$ cat src/rtl/object_reader.sv
// object_reader: post-frame walk over the connected-components tables.
// Visits labels 1 .. num_labels-1 and keeps each root label whose area is at
// least MIN_AREA. For every kept label it divides both coordinate sums by the
// area with a restoring divider and emits one record on a valid/ready stream.
module object_reader #(
  parameter int WORD_SIZE   = 8,
  parameter int ACC_WIDTH   = 32,
  parameter int COORD_WIDTH = 16,
  parameter int MIN_AREA    = 1
) (
  input  logic                   clk,
  input  logic                   reset,
  input  logic                   start,
  input  logic [WORD_SIZE-1:0]   num_labels,
  output logic [WORD_SIZE-1:0]   mt_addr,
  input  logic [WORD_SIZE-1:0]   mt_data,
  output logic [WORD_SIZE-1:0]   dt_addr,
  input  logic [ACC_WIDTH-1:0]   dt_area,
  input  logic [ACC_WIDTH-1:0]   dt_x_acc,
  input  logic [ACC_WIDTH-1:0]   dt_y_acc,
  output logic                   obj_valid,
  input  logic                   obj_ready,
  output logic [WORD_SIZE-1:0]   obj_id,
  output logic [COORD_WIDTH-1:0] obj_x,
  output logic [COORD_WIDTH-1:0] obj_y,
  output logic [ACC_WIDTH-1:0]   obj_area,
  output logic                   busy,
  output logic                   done
);

  localparam int CNT_W = $clog2(ACC_WIDTH + 1);

  typedef enum logic [2:0] {
    S_IDLE,
    S_FETCH,
    S_CHECK,
    S_DIV,
    S_OUT,
    S_DONE
  } state_t;

  state_t state, state_nxt;

  logic [WORD_SIZE-1:0] cur;
  logic [WORD_SIZE-1:0] last;
  logic [WORD_SIZE-1:0] last_m1;
  logic [ACC_WIDTH-1:0] area_r;
  logic [ACC_WIDTH-1:0] x_dvd, y_dvd;  // dividends, consumed MSB first
  logic [ACC_WIDTH-1:0] x_q, y_q;      // quotients, built LSB first
  logic [ACC_WIDTH-1:0] x_r, y_r;      // partial remainders, always < area_r
  logic [CNT_W-1:0]     cnt;
  logic                 keep;
  logic                 at_end;
  logic [ACC_WIDTH:0]   x_step, y_step;  // {quotient bit, next remainder}

  // One restoring step: bring in the next dividend bit and subtract the
  // divisor when it fits. The remainder is below the divisor, so the shifted
  // value stays below 2*divisor and the borrow bit is a reliable sign.
  function automatic logic [ACC_WIDTH:0] div_step(
    input logic [ACC_WIDTH-1:0] rem,
    input logic                 msb,
    input logic [ACC_WIDTH-1:0] divisor
  );
    logic [ACC_WIDTH:0] shifted;
    logic [ACC_WIDTH:0] diff;
    shifted = {rem, msb};
    diff    = shifted - {1'b0, divisor};
    if (diff[ACC_WIDTH]) div_step = {1'b0, shifted[ACC_WIDTH-1:0]};
    else                 div_step = {1'b1, diff[ACC_WIDTH-1:0]};
  endfunction

  // Quotients wider than the coordinate field clamp to all-ones.
  function automatic logic [COORD_WIDTH-1:0] saturate(input logic [ACC_WIDTH-1:0] q);
    if ((q >> COORD_WIDTH) != '0) saturate = '1;
    else                          saturate = q[COORD_WIDTH-1:0];
  endfunction

  assign last_m1 = last - WORD_SIZE'(1);
  assign at_end  = (cur == last_m1);
  assign keep    = (mt_data == cur) && (dt_area >= ACC_WIDTH'(MIN_AREA));
  assign x_step  = div_step(x_r, x_dvd[ACC_WIDTH-1], area_r);
  assign y_step  = div_step(y_r, y_dvd[ACC_WIDTH-1], area_r);

  // State register.
  always_ff @(posedge clk) begin
    // NOTE: every register in an always_ff uses <= so all flops update from
    // pre-edge values regardless of statement order.
    if (reset) state <= S_IDLE;
    else       state <= state_nxt;
  end

  // Next-state decode for the label walk.
  always_comb begin
    // NOTE: the default assignment first means every path assigns state_nxt,
    // so no latch is inferred.
    state_nxt = state;
    case (state)
      S_IDLE:  if (start) state_nxt = (num_labels <= WORD_SIZE'(1)) ? S_DONE : S_FETCH;
      S_FETCH: state_nxt = S_CHECK;
      S_CHECK: begin
        if (keep)        state_nxt = S_DIV;
        else if (at_end) state_nxt = S_DONE;
        else             state_nxt = S_FETCH;
      end
      S_DIV:   if (cnt == CNT_W'(1)) state_nxt = S_OUT;
      S_OUT:   if (obj_ready) state_nxt = at_end ? S_DONE : S_FETCH;
      S_DONE:  state_nxt = S_IDLE;
      default: state_nxt = S_IDLE;
    endcase
  end

  // Label index, latched table entry and the two parallel dividers.
  always_ff @(posedge clk) begin
    if (reset) begin
      cur    <= '0;
      last   <= '0;
      area_r <= '0;
      x_dvd  <= '0;
      y_dvd  <= '0;
      x_q    <= '0;
      y_q    <= '0;
      x_r    <= '0;
      y_r    <= '0;
      cnt    <= '0;
    end else begin
      case (state)
        S_IDLE: begin
          if (start) begin
            last <= num_labels;
            if (num_labels > WORD_SIZE'(1)) cur <= WORD_SIZE'(1);
          end
        end
        S_CHECK: begin
          if (keep) begin
            area_r <= dt_area;
            x_dvd  <= dt_x_acc;
            y_dvd  <= dt_y_acc;
            x_q    <= '0;
            y_q    <= '0;
            x_r    <= '0;
            y_r    <= '0;
            cnt    <= CNT_W'(ACC_WIDTH);
          end else if (!at_end) begin
            cur <= cur + WORD_SIZE'(1);
          end
        end
        S_DIV: begin
          x_dvd <= x_dvd << 1;
          y_dvd <= y_dvd << 1;
          x_q   <= {x_q[ACC_WIDTH-2:0], x_step[ACC_WIDTH]};
          y_q   <= {y_q[ACC_WIDTH-2:0], y_step[ACC_WIDTH]};
          x_r   <= x_step[ACC_WIDTH-1:0];
          y_r   <= y_step[ACC_WIDTH-1:0];
          cnt   <= cnt - CNT_W'(1);
        end
        S_OUT: begin
          if (obj_ready && !at_end) cur <= cur + WORD_SIZE'(1);
        end
        default: ;
      endcase
    end
  end

  // Both tables are addressed straight from the label register; the record
  // comes from registers only, so obj_valid never sees obj_ready.
  assign mt_addr   = cur;
  assign dt_addr   = cur;
  assign obj_valid = (state == S_OUT);
  assign obj_id    = cur;
  assign obj_area  = area_r;
  assign obj_x     = saturate(x_q);
  assign obj_y     = saturate(y_q);
  assign busy      = (state != S_IDLE);
  assign done      = (state == S_DONE);

endmodule

$ cat config.mk
export PLATFORM = sky130hd
export DESIGN_NAME = object_reader
export DESIGN_NICKNAME = d
export VERILOG_FILES = /design/src/rtl/object_reader.sv
export SDC_FILE = /design/constraint.sdc
export NUM_CORES = 1
export LEC_CHECK = 0
export ABC_AREA = 1
export CORE_MARGIN = 2
export CORE_UTILIZATION = 55
export CTS_BUF_LIST = sky130_fd_sc_hd__clkbuf_8
export CTS_CLUSTER_SIZE = 16
export DETAILED_ROUTE_END_ITERATION = 8
export HOLD_SLACK_MARGIN = 0.12
export PLACE_DENSITY = 0.85
export REMOVE_ABC_BUFFERS = 1
export SLEW_MARGIN = 20
export SYNTH_ARGS = -nofsm -noshare
export SYNTH_HDL_FRONTEND = slang
export SYNTH_SLANG_ARGS = --single-unit
$ cat constraint.sdc
create_clock -name clk -period 2.5 [get_ports clk]
set_input_delay 0.5 -clock clk [delete_from_list [all_inputs] [get_ports clk]]
set_output_delay 0.5 -clock clk [all_outputs]
set_load 0.05 [all_outputs]
==> results of run 1 <==
area by class of cell:
cell class | instances | share of cell area (%)
multi-input combinational | 1928 | 47.2
sequential | 249 | 23.8
timing repair buffer | 298 | 14.5
inverter | 433 | 7.77
clock buffer | 52 | 3.41
tap | 390 | 2.33
clock inverter | 26 | 1.03
cell families after synthesis:
family	Yosys count
AO/OA/AOI/OAI	398
XOR/XNOR	54
adder cells (fa/ha/maj)	70
buffers and inverters	558
flip-flops	249
AND/OR/NAND/NOR	1403
stage by stage:
stage / setup slack [ns] / area (um^2) / util, % / cells / TNS [ns]
3_3_place_gp: -0.126 / 19100 / 64.6 / 3287 / -5.15
6_report: -0.235 / 21000 / 70.8 / 3376 / -3.35
3_5_place_dp: -0.198 / 19100 / 64.6 / 3287 / -24.08
2_1_floorplan: -9.01 / 15900 / - / 2607 / -1757.32
5_1_grt: -0.278 / 21000 / 70.8 / 3376 / -5.28
4_1_cts: -0.178 / 20300 / 68.4 / 3369 / -2.63
per-layer routing:
metal | part of all wire, % | up-vias | GRT usage [%]
met5 | 0 | - | 0
met1 | 41 | 8218 | 36.7
met4 | 4.7 | 0 | 15.2
met2 | 49 | 663 | 53.0
met3 | 6.1 | 159 | 4.52
li1 | - | 8966 | -
registers in the layout, summed over array words and instances, names as in the netlist:
name	count
obj_area	32
x_dvd	32
x_q	32
x_r	32
y_dvd	32
y_q	32
y_r	32
dt_addr	8
last	8
cnt	6
state	3
worst max-delay path, delay by kind of cell (launching register included):
kind	cells	cell delay (ns)
buf+inv	2	0.31
flops	1	0.33
simple gates	4	1.01
what timing repair did:
item | CTS | global route
hold endpoints to repair | 0 | 0
gates resized for setup | 47 | 101
setup endpoints to repair | 49 | 97
cloned | 3 | 5
pin swaps | 2 | 17
setup buffers | 1 | 2
cell usage in the layout (no fill, tap or decap), types with 3 or more instances in the layout:
master | synthesis | final
sky130_fd_sc_hd__buf_6 | 12 | 25
sky130_fd_sc_hd__nand2_8 | 0 | 4
sky130_fd_sc_hd__nor3_1 | 19 | 16
sky130_fd_sc_hd__nand3_1 | 135 | 131
sky130_fd_sc_hd__bufinv_16 | 0 | 3
sky130_fd_sc_hd__nor3_4 | 0 | 4
sky130_fd_sc_hd__buf_4 | 17 | 80
sky130_fd_sc_hd__ha_1 | 68 | 38
sky130_fd_sc_hd__clkdlybuf4s50_1 | 0 | 170
sky130_fd_sc_hd__inv_2 | 8 | 18
sky130_fd_sc_hd__inv_1 | 425 | 425
sky130_fd_sc_hd__nand2_1 | 1036 | 1016
sky130_fd_sc_hd__xnor2_1 | 31 | 31
sky130_fd_sc_hd__nor3_2 | 5 | 4
sky130_fd_sc_hd__nand4_1 | 27 | 27
sky130_fd_sc_hd__a31oi_1 | 62 | 62
sky130_fd_sc_hd__ha_4 | 0 | 28
sky130_fd_sc_hd__o21bai_1 | 5 | 5
sky130_fd_sc_hd__nand2_2 | 13 | 25
sky130_fd_sc_hd__a21oi_1 | 214 | 209
sky130_fd_sc_hd__nor2_1 | 130 | 129
sky130_fd_sc_hd__buf_8 | 0 | 3
sky130_fd_sc_hd__o21ai_0 | 103 | 103
sky130_fd_sc_hd__nand2_4 | 7 | 14
sky130_fd_sc_hd__a21o_1 | 3 | 3
sky130_fd_sc_hd__and2_1 | 7 | 6
sky130_fd_sc_hd__nor4_1 | 6 | 4
sky130_fd_sc_hd__xor2_1 | 23 | 23
sky130_fd_sc_hd__clkinv_2 | 0 | 8
sky130_fd_sc_hd__buf_12 | 0 | 16
sky130_fd_sc_hd__a21oi_2 | 5 | 9
sky130_fd_sc_hd__nand3_2 | 5 | 7
sky130_fd_sc_hd__dfxtp_2 | 0 | 6
sky130_fd_sc_hd__clkbuf_16 | 0 | 3
sky130_fd_sc_hd__nor2_2 | 3 | 3
sky130_fd_sc_hd__dfxtp_1 | 249 | 242
sky130_fd_sc_hd__clkbuf_8 | 0 | 52
worst paths after layout:
path / start / endpoint / slack [ns] / cells after the start
max: x_q[20] / obj_x[4] / -0.24 / 6
min: last[7] / last[7] / 0.47 / 2
max reg2reg: obj_area[24] / y_r[14] / 0.02 / 15
min reg2reg: last[7] / last[7] / 0.47 / 2
==> impl_summary.txt, run 1 <==
----------------------------------------------------
[Status]
  Outcome ... finished with violations
  Violations in the final reports ... negative setup slack

[Worst setup path]
  Worst path max stage delay ... 0.55 ns
  Crit Path Category ... reg -> out
  Cell seen most often among critical-path stages ... sky130_fd_sc_hd__buf_6
  Category of the worst setup path launch point ... flop
  Highest-delay cell along the critical path ... sky130_fd_sc_hd__or4_4
  Setup crit end kind ... output port
  Critical Path, Cell by Cell ... or4_4 > nor3_4 > and3_4 > buf_6 > nand2_1 > buf_6
  Largest fanout on the critical path ... 8
  Data required, critical path ... 2.00 ns
  Data arrival at the endpoint of the critical path ... 2.24 ns

[STA]
  Remaining max-slew budget at the tightest pin ... 50.4%
  Endpoints failing hold ... 0
  Setup Viol. Count Final ... 16
  Worst path setup slack after routing ... -0.235 ns
  Count of pins over their slew limit ... 0
  Final-layout worst hold slack ... 0.469 ns
  RSZ-0062 raised after global routing ... yes
  Final worst path period need ... 2.74 ns
  Worst clock skew ... 0.0329 ns
  Fmax ... 366 MHz
  Pin slew with the least headroom to its limit ... 0.744 ns
  Crit share post-route ... 109%

[Die]
  Top Ports ... 207
  Std-Cell Core Area ... 29,600 um^2
  Full die area ... 31,400 um^2
  Y dimension of the die ... 177 um
  Horizontal die dimension ... 177 um
  Total number of placement rows ... 63
  Initial core utilization ... 55.8%

[Routing]
  Drt wl/cell ... 14.9 um
  TritonRoute pass-1 iters ... 6
  Vias per Instance ... 5.33
  Number of design-rule violations left by the first detailed-router iteration ... 1,502
  Drc violations ... 0
  Final wirelength ... 50,500 um
  Count of vias placed by the detailed router ... 18,006
  Final ANT Viol Nets ... 0

[Final layout]
  Nets@finish ... 3,138
  Area used by sequential logic in the layout ... 5000 um^2
  Fraction of final layout cells sized beyond drive strength 1 ... 11.2%
  Area growth from synthesis to final layout ... 27.0%
  Area of the multi-input gates ... 9900 um^2
  Fill cell total of the finished layout ... 2,442
  N_diodes ... 0

[Clocking]
  Clock sink total ... 249
  Maximum root-to-sink buffer count ... 3
  Clock insertion delay at the later pin of the skew report ... 0.58 ns
  Clock transition at the registers of the reported paths ... 0.06 ns
  Number of buffers inserted during clock tree synthesis ... 42
  CTS Hold Bufs ... 0
  CTS tree ... done
  Buffer type at the clock tree root ... sky130_fd_sc_hd__clkbuf_8
  H-tree lvl count ... 2

[Synth]
  Share of Yosys cell area claimed by the top area cell type ... 30.2%
  Leading post-synthesis cells by cell area ... sky130_fd_sc_hd__dfxtp_1, sky130_fd_sc_hd__nand2_1, sky130_fd_sc_hd__inv_1
  Async set-reset flop share out of synthesis ... 0%
  Adder and majority cell fraction of the synthesized area ... 5.39%
  Proportion of synthesized chip area in sequential cells ... 30.2%
  Compound-Gate Fraction of Synth Area ... 12.8%
  Area leader, netlist ... sky130_fd_sc_hd__dfxtp_1
  Leading post-synthesis cells by instance count ... sky130_fd_sc_hd__nand2_1, sky130_fd_sc_hd__inv_1, sky130_fd_sc_hd__dfxtp_1
  Number of flops mapped to enable cells by yosys ... 0
  Avg Synthesized Cell Area ... 6.05 um^2
  Primary flip-flop cell chosen by synthesis mapping ... sky130_fd_sc_hd__dfxtp_1
  Synth Instances ... 2,732
  Dominant combinational cell family by area after synthesis ... simple AND/OR/NAND/NOR gates
  Netlist area before placement ... 16,500 um^2
  Synth Area in XOR/XNOR ... 2.86%
  #FFs+latches synth ... 249
  Multiplexer fraction of the synthesized cell area ... 0%
  Cell with the most instances after synthesis ... sky130_fd_sc_hd__nand2_1
  Yosys Warn Count ... 0
  Post-synthesis simple-gate area fraction ... 34.8%
  Number of unique standard cell types used by synthesis ... 44

[Global routing]
  Total GRT Usage ... 30.5%
  Via count of the first global-routing pass ... 16,966
  Global route overflow ... 0
  Wire length of the first global-routing pass ... 78,500 um
  Largest net degree at the start of global routing ... 143
  Antenna violations before repair ... 0

[Place]
  Post-detailed-placement half-perimeter wirelength ... 35,600 um
  Placer congestion estimate ... 0.986
  Buffers on Ports ... 206

[Run]
  Maxcap violations ... 0

[Worst hold path]
  Worst Hold Class ... reg -> reg

----------------------------------------------------
Power of run 1 is left out: the tool's default activity adds up to more than one toggle a clock period on the data nets, which glitch-free logic cannot reach.
==> inputs of run 2 (changes only) <==
--- a/config.mk
+++ b/config.mk
@@ -9,12 +9,12 @@
 export CORE_MARGIN = 2
 export CORE_UTILIZATION = 55
 export CTS_BUF_LIST = sky130_fd_sc_hd__clkbuf_8
-export CTS_CLUSTER_SIZE = 16
+export CTS_CLUSTER_SIZE = 8
 export DETAILED_ROUTE_END_ITERATION = 8
+export GPL_TIMING_DRIVEN = 0
 export HOLD_SLACK_MARGIN = 0.12
 export PLACE_DENSITY = 0.85
 export REMOVE_ABC_BUFFERS = 1
-export SLEW_MARGIN = 20
 export SYNTH_ARGS = -nofsm -noshare
 export SYNTH_HDL_FRONTEND = slang
 export SYNTH_SLANG_ARGS = --single-unit
==> impl_summary.txt, run 2 (same netlist as run 1, synthesis figures left out) <==
----------------------------------------------------
[STA]
  Count of pins over their slew limit ... 0
  Final worst path period need ... 2.71 ns
  RSZ-0062 raised after global routing ... yes
  Remaining max-slew budget at the tightest pin ... 36.7%
  Setup Viol. Count Final ... 16
  Crit share post-route ... 108%
  Endpoints failing hold ... 0
  Worst path setup slack after routing ... -0.207 ns
  Worst clock skew ... 0.0323 ns
  Pin slew with the least headroom to its limit ... 0.950 ns
  Fmax ... 369 MHz

[Global routing]
  Largest net degree at the start of global routing ... 111
  Wire length of the first global-routing pass ... 84,300 um
  Global route overflow ... 0
  Total GRT Usage ... 33.0%
  Antenna violations before repair ... 0
  Via count of the first global-routing pass ... 17,177

[Worst setup path]
  Data arrival at the endpoint of the critical path ... 2.21 ns
  Worst Reg-to-Reg Cells ... 14
  Largest fanout on the critical path ... 8
  Critical Path, Cell by Cell ... or4_4 > nor3_4 > and3_4 > nand2_2 > buf_6
  Endpoint of the worst register-to-register path ... x_r[20]
  Buf+Inv Stages, Crit Path ... 1
  Flop-to-flop setup slack ... 0.05 ns
  Worst R2R Start ... obj_area[16]
  Data required, critical path ... 2.00 ns
  Setup crit end kind ... output port
  Highest-delay cell along the critical path ... sky130_fd_sc_hd__or4_4
  Cell type group with the largest total delay on the critical path ... simple AND/OR/NAND/NOR gates
  Worst path max stage delay ... 0.55 ns
  Crit Path Category ... reg -> out
  Category of the worst setup path launch point ... flop

[Routing]
  Count of vias placed by the detailed router ... 18,562
  Drt wl/cell ... 16.7 um
  Drc violations ... 0
  Final wirelength ... 55,900 um
  TritonRoute pass-1 iters ... 6
  Number of design-rule violations left by the first detailed-router iteration ... 1,631
  Final ANT Viol Nets ... 0
  Vias per Instance ... 5.54

[Worst hold path]
  Terminating pin of the worst hold path ... y_r[11]
  Worst Hold Class ... in -> reg
  HP Start ... reset
  Worst hold path stage count ... 2

[Place]
  Placer congestion estimate ... 0.963
  Placed Area ... 18,700 um^2
  Post-detailed-placement half-perimeter wirelength ... 34,400 um
  Buffers on Ports ... 206

[Final layout]
  Final std cell area, no fill ... 21,400 um^2
  Nets@finish ... 3,117
  Leading cell type in the layout, fill and taps excluded ... sky130_fd_sc_hd__nand2_1
  N_diodes ... 0
  Most frequent cells in the layout ... sky130_fd_sc_hd__nand2_1, sky130_fd_sc_hd__inv_1, sky130_fd_sc_hd__dfxtp_1
  Area growth from synthesis to final layout ... 29.5%
  Fraction of final layout cells sized beyond drive strength 1 ... 12.9%

[Die]
  Total number of placement rows ... 63
  Horizontal die dimension ... 177 um
  Initial core utilization ... 55.8%
  Top Ports ... 207
  Full die area ... 31,400 um^2
  Y dimension of the die ... 177 um
  Std-Cell Core Area ... 29,600 um^2

[Clocking]
  Buffer type at the clock tree root ... sky130_fd_sc_hd__clkbuf_8
  Maximum root-to-sink buffer count ... 3
  Clock transition at the registers of the reported paths ... 0.06 ns
  Clock insertion delay at the later pin of the skew report ... 0.59 ns
  Number of buffers inserted during clock tree synthesis ... 43
  CTS tree ... done
  H-tree lvl count ... 2
  Clock sink total ... 249
  CTS Hold Bufs ... 0

[Status]
  Outcome ... finished with violations
  Violations in the final reports ... negative setup slack

[Run]
  Maxcap violations ... 0

----------------------------------------------------
run 2: cell type report:
type                    count  area, um^2
flip-flops and latches    249        5000
well taps                 390         488
fillers                  2368        8230
clock buffers              54         743
repair buffers            261        2770
repair inverters            1        8.76
inverters                 433        1660
clock inverters            20         105
multi-input cells        1942       10600
run 2: worst register-to-register path, cell delays in order (launching register included):
cell and delay [ns]:
sky130_fd_sc_hd__dfxtp_1 0.33, sky130_fd_sc_hd__inv_1 0.12, sky130_fd_sc_hd__ha_1 0.38, sky130_fd_sc_hd__nand2_1 0.14
sky130_fd_sc_hd__nor2_2 0.16, sky130_fd_sc_hd__inv_2 0.07, sky130_fd_sc_hd__nor2_2 0.14, sky130_fd_sc_hd__and2_4 0.20
sky130_fd_sc_hd__nand2_8 0.08, sky130_fd_sc_hd__nand3_4 0.16, sky130_fd_sc_hd__nand2_8 0.08, sky130_fd_sc_hd__buf_4 0.14
sky130_fd_sc_hd__nand2_2 0.07, sky130_fd_sc_hd__nand3_1 0.10, sky130_fd_sc_hd__a21oi_1 0.17
run 2: worst max-delay path by stage:
stage | start | end | cells past startpoint
2_1_floorplan | state[1] | x_r[28] | 7
3_3_place_gp | state[1] | x_r[30] | 7
3_5_place_dp | dt_area[22] | y_q[25] | 11
4_1_cts | x_q[31] | obj_x[15] | 5
5_1_grt | x_q[20] | obj_x[10] | 5
6_report | x_q[20] | obj_x[10] | 5
run 2: repair_timing:
action | CTS | global route
setup buffers | 19 | 21
setup endpoints to repair | 295 | 198
gates resized for setup | 304 | 173
gates cloned | 14 | 7
pin swaps | 24 | 42
run 2: metal layers:
layer,GRT usage (%),vias to the layer above,routed length [um]
li1,-,8931,-
met1,39.6,8549,22000
met2,57.3,869,26600
met3,5.74,213,4340
met4,15.8,0,2950
met5,0,-,0
run 2: per-stage QoR:
step           hold WS (ns)  instances  utilization, %  worst slack [ns]  TNS [ns]
5_1_grt               0.291       3350            72.2            -0.288     -5.45
6_report              0.272       3350            72.2            -0.207     -3.11
3_3_place_gp          0.444       3203            62.1            -16.15  -3417.61
4_1_cts               0.262       3322            68.2            -0.213     -3.11
2_1_floorplan         0.429       2607               -             -9.01  -1757.32
3_5_place_dp          0.456       3215            63.0             -2.91   -551.62
Power of run 2 is left out for the same reason.
==> inputs of run 3 (changes only) <==
--- a/config.mk
+++ b/config.mk
@@ -11,7 +11,6 @@
 export CTS_BUF_LIST = sky130_fd_sc_hd__clkbuf_8
 export CTS_CLUSTER_SIZE = 8
 export DETAILED_ROUTE_END_ITERATION = 8
-export GPL_TIMING_DRIVEN = 0
 export HOLD_SLACK_MARGIN = 0.12
 export PLACE_DENSITY = 0.85
 export REMOVE_ABC_BUFFERS = 1
==> impl_summary.txt, run 3 (same netlist as run 1, synthesis figures left out) <==
----------------------------------------------------
[Worst setup path]
  Setup crit end kind ... output port
  Crit Path Category ... reg -> out
  Data required, critical path ... 2.00 ns
  Data arrival at the endpoint of the critical path ... 2.15 ns
  Category of the worst setup path launch point ... flop
  Largest fanout on the critical path ... 8

[STA]
  Worst clock skew ... 0.0214 ns
  Setup Viol. Count Final ... 16
  Count of pins over their slew limit ... 0
  Fmax ... 377 MHz
  Remaining max-slew budget at the tightest pin ... 47.0%
  Final-layout worst hold slack ... 0.467 ns
  RSZ-0062 raised after global routing ... yes
  Pin slew with the least headroom to its limit ... 0.795 ns
  Crit share post-route ... 106%
  Final worst path period need ... 2.65 ns
  Worst path setup slack after routing ... -0.155 ns
  Endpoints failing hold ... 0

[Global routing]
  Largest net degree at the start of global routing ... 143
  Global route overflow ... 0
  Total GRT Usage ... 30.6%
  Wire length of the first global-routing pass ... 78,800 um
  Antenna violations before repair ... 0
  Via count of the first global-routing pass ... 17,079

[Routing]
  Drc violations ... 0
  Final wirelength ... 50,700 um
  Number of design-rule violations left by the first detailed-router iteration ... 1,305
  Drt wl/cell ... 15.0 um
  TritonRoute pass-1 iters ... 6
  Final ANT Viol Nets ... 0
  Vias per Instance ... 5.34
  Count of vias placed by the detailed router ... 18,031

[Final layout]
  Area growth from synthesis to final layout ... 27.3%
  Most frequent cells in the layout ... sky130_fd_sc_hd__nand2_1, sky130_fd_sc_hd__inv_1, sky130_fd_sc_hd__dfxtp_1
  Layout Cells excl Fill ... 3,375
  Nets@finish ... 3,143
  Fraction of final layout cells sized beyond drive strength 1 ... 12.3%
  Leading cell type in the layout, fill and taps excluded ... sky130_fd_sc_hd__nand2_1

[Die]
  Total number of placement rows ... 63
  Full die area ... 31,400 um^2
  Horizontal die dimension ... 177 um
  Initial core utilization ... 55.8%
  Std-Cell Core Area ... 29,600 um^2
  Top Ports ... 207
  Y dimension of the die ... 177 um

[Place]
  Buffers on Ports ... 206
  Placer congestion estimate ... 0.986
  Post-detailed-placement half-perimeter wirelength ... 35,600 um
  Placed instance count ... 3,287

[Clocking]
  Clock transition at the registers of the reported paths ... 0.06 ns
  Number of buffers inserted during clock tree synthesis ... 43
  Buffer type at the clock tree root ... sky130_fd_sc_hd__clkbuf_8
  Maximum root-to-sink buffer count ... 3
  CTS tree ... done
  H-tree lvl count ... 2
  Clock sink total ... 249
  Clock insertion delay at the later pin of the skew report ... 0.57 ns

[Status]
  Violations in the final reports ... negative setup slack
  Outcome ... finished with violations

[Run]
  Maxcap violations ... 0

[Worst hold path]
  Worst Hold Class ... reg -> reg

----------------------------------------------------
## run 3: cell count changes in the layout (fill, tap and decap cells not counted), moves of 16 or more
cell / previous run / this run
sky130_fd_sc_hd__nand2_8: 21 / 2
sky130_fd_sc_hd__clkdlybuf4s50_1: 153 / 170
sky130_fd_sc_hd__dlygate4sd2_1: 18 / 1
sky130_fd_sc_hd__buf_2: 16 / 0
sky130_fd_sc_hd__buf_4: 26 / 91
## run 3: repair_timing
item | in CTS | in global routing
pin swaps | 3 | 32
hold endpoints to repair | 0 | 0
hold buffers | 0 | 0
gates cloned | 2 | 4
resized for setup | 52 | 135
endpoints found under the setup margin | 49 | 97
setup buffers | 1 | 8
## run 3: path summary, 6_finish.rpt
check | start | endpoint | slack (ns) | cells after the start
max | x_q[29] | obj_x[6] | -0.15 | 6
min | y_q[22] | y_q[23] | 0.47 | 2
max reg2reg | obj_area[10] | y_r[13] | 0.04 | 17
min reg2reg | y_q[22] | y_q[23] | 0.47 | 2
## run 3: routing by layer
metal	GRT usage, %	share of wire, %	vias to the layer above
met5	0	0	-
met4	16.9	5.5	0
met3	5.18	6.3	187
met2	52.8	48	665
met1	36.2	40	8222
li1	-	-	8957
## run 3: layout make-up
cell class	count	area [um^2]
Tap cell	390	488
Clock inverter	24	148
Fill cell	2446	8600
Sequential cell	249	4990
Antenna cell	1	2.50
Multi-Input combinational cell	1926	10000
Timing Repair Buffer	304	3080
Clock buffer	48	661
Inverter	433	1630
## run 3: stage by stage
step | cell area (um^2) | util [%] | worst slack, ns | setup TNS [ns]
3_3_place_gp | 19100 | 64.6 | -0.126 | -5.15
2_1_floorplan | 15900 | - | -9.01 | -1757.32
3_5_place_dp | 19100 | 64.6 | -0.198 | -24.08
6_report | 21000 | 71.0 | -0.155 | -2.28
4_1_cts | 20200 | 68.0 | -0.194 | -3.00
5_1_grt | 21000 | 71.0 | -0.212 | -4.73
## run 3: worst max-delay path: stages, from the launching register on
cell and delay, ns:
sky130_fd_sc_hd__dfxtp_2 0.33, sky130_fd_sc_hd__or4_4 0.53, sky130_fd_sc_hd__nor3_4 0.13, sky130_fd_sc_hd__and3_4 0.23
sky130_fd_sc_hd__buf_12 0.16, sky130_fd_sc_hd__nand2_4 0.06, sky130_fd_sc_hd__buf_8 0.15
Power of run 3 is left out for the same reason.
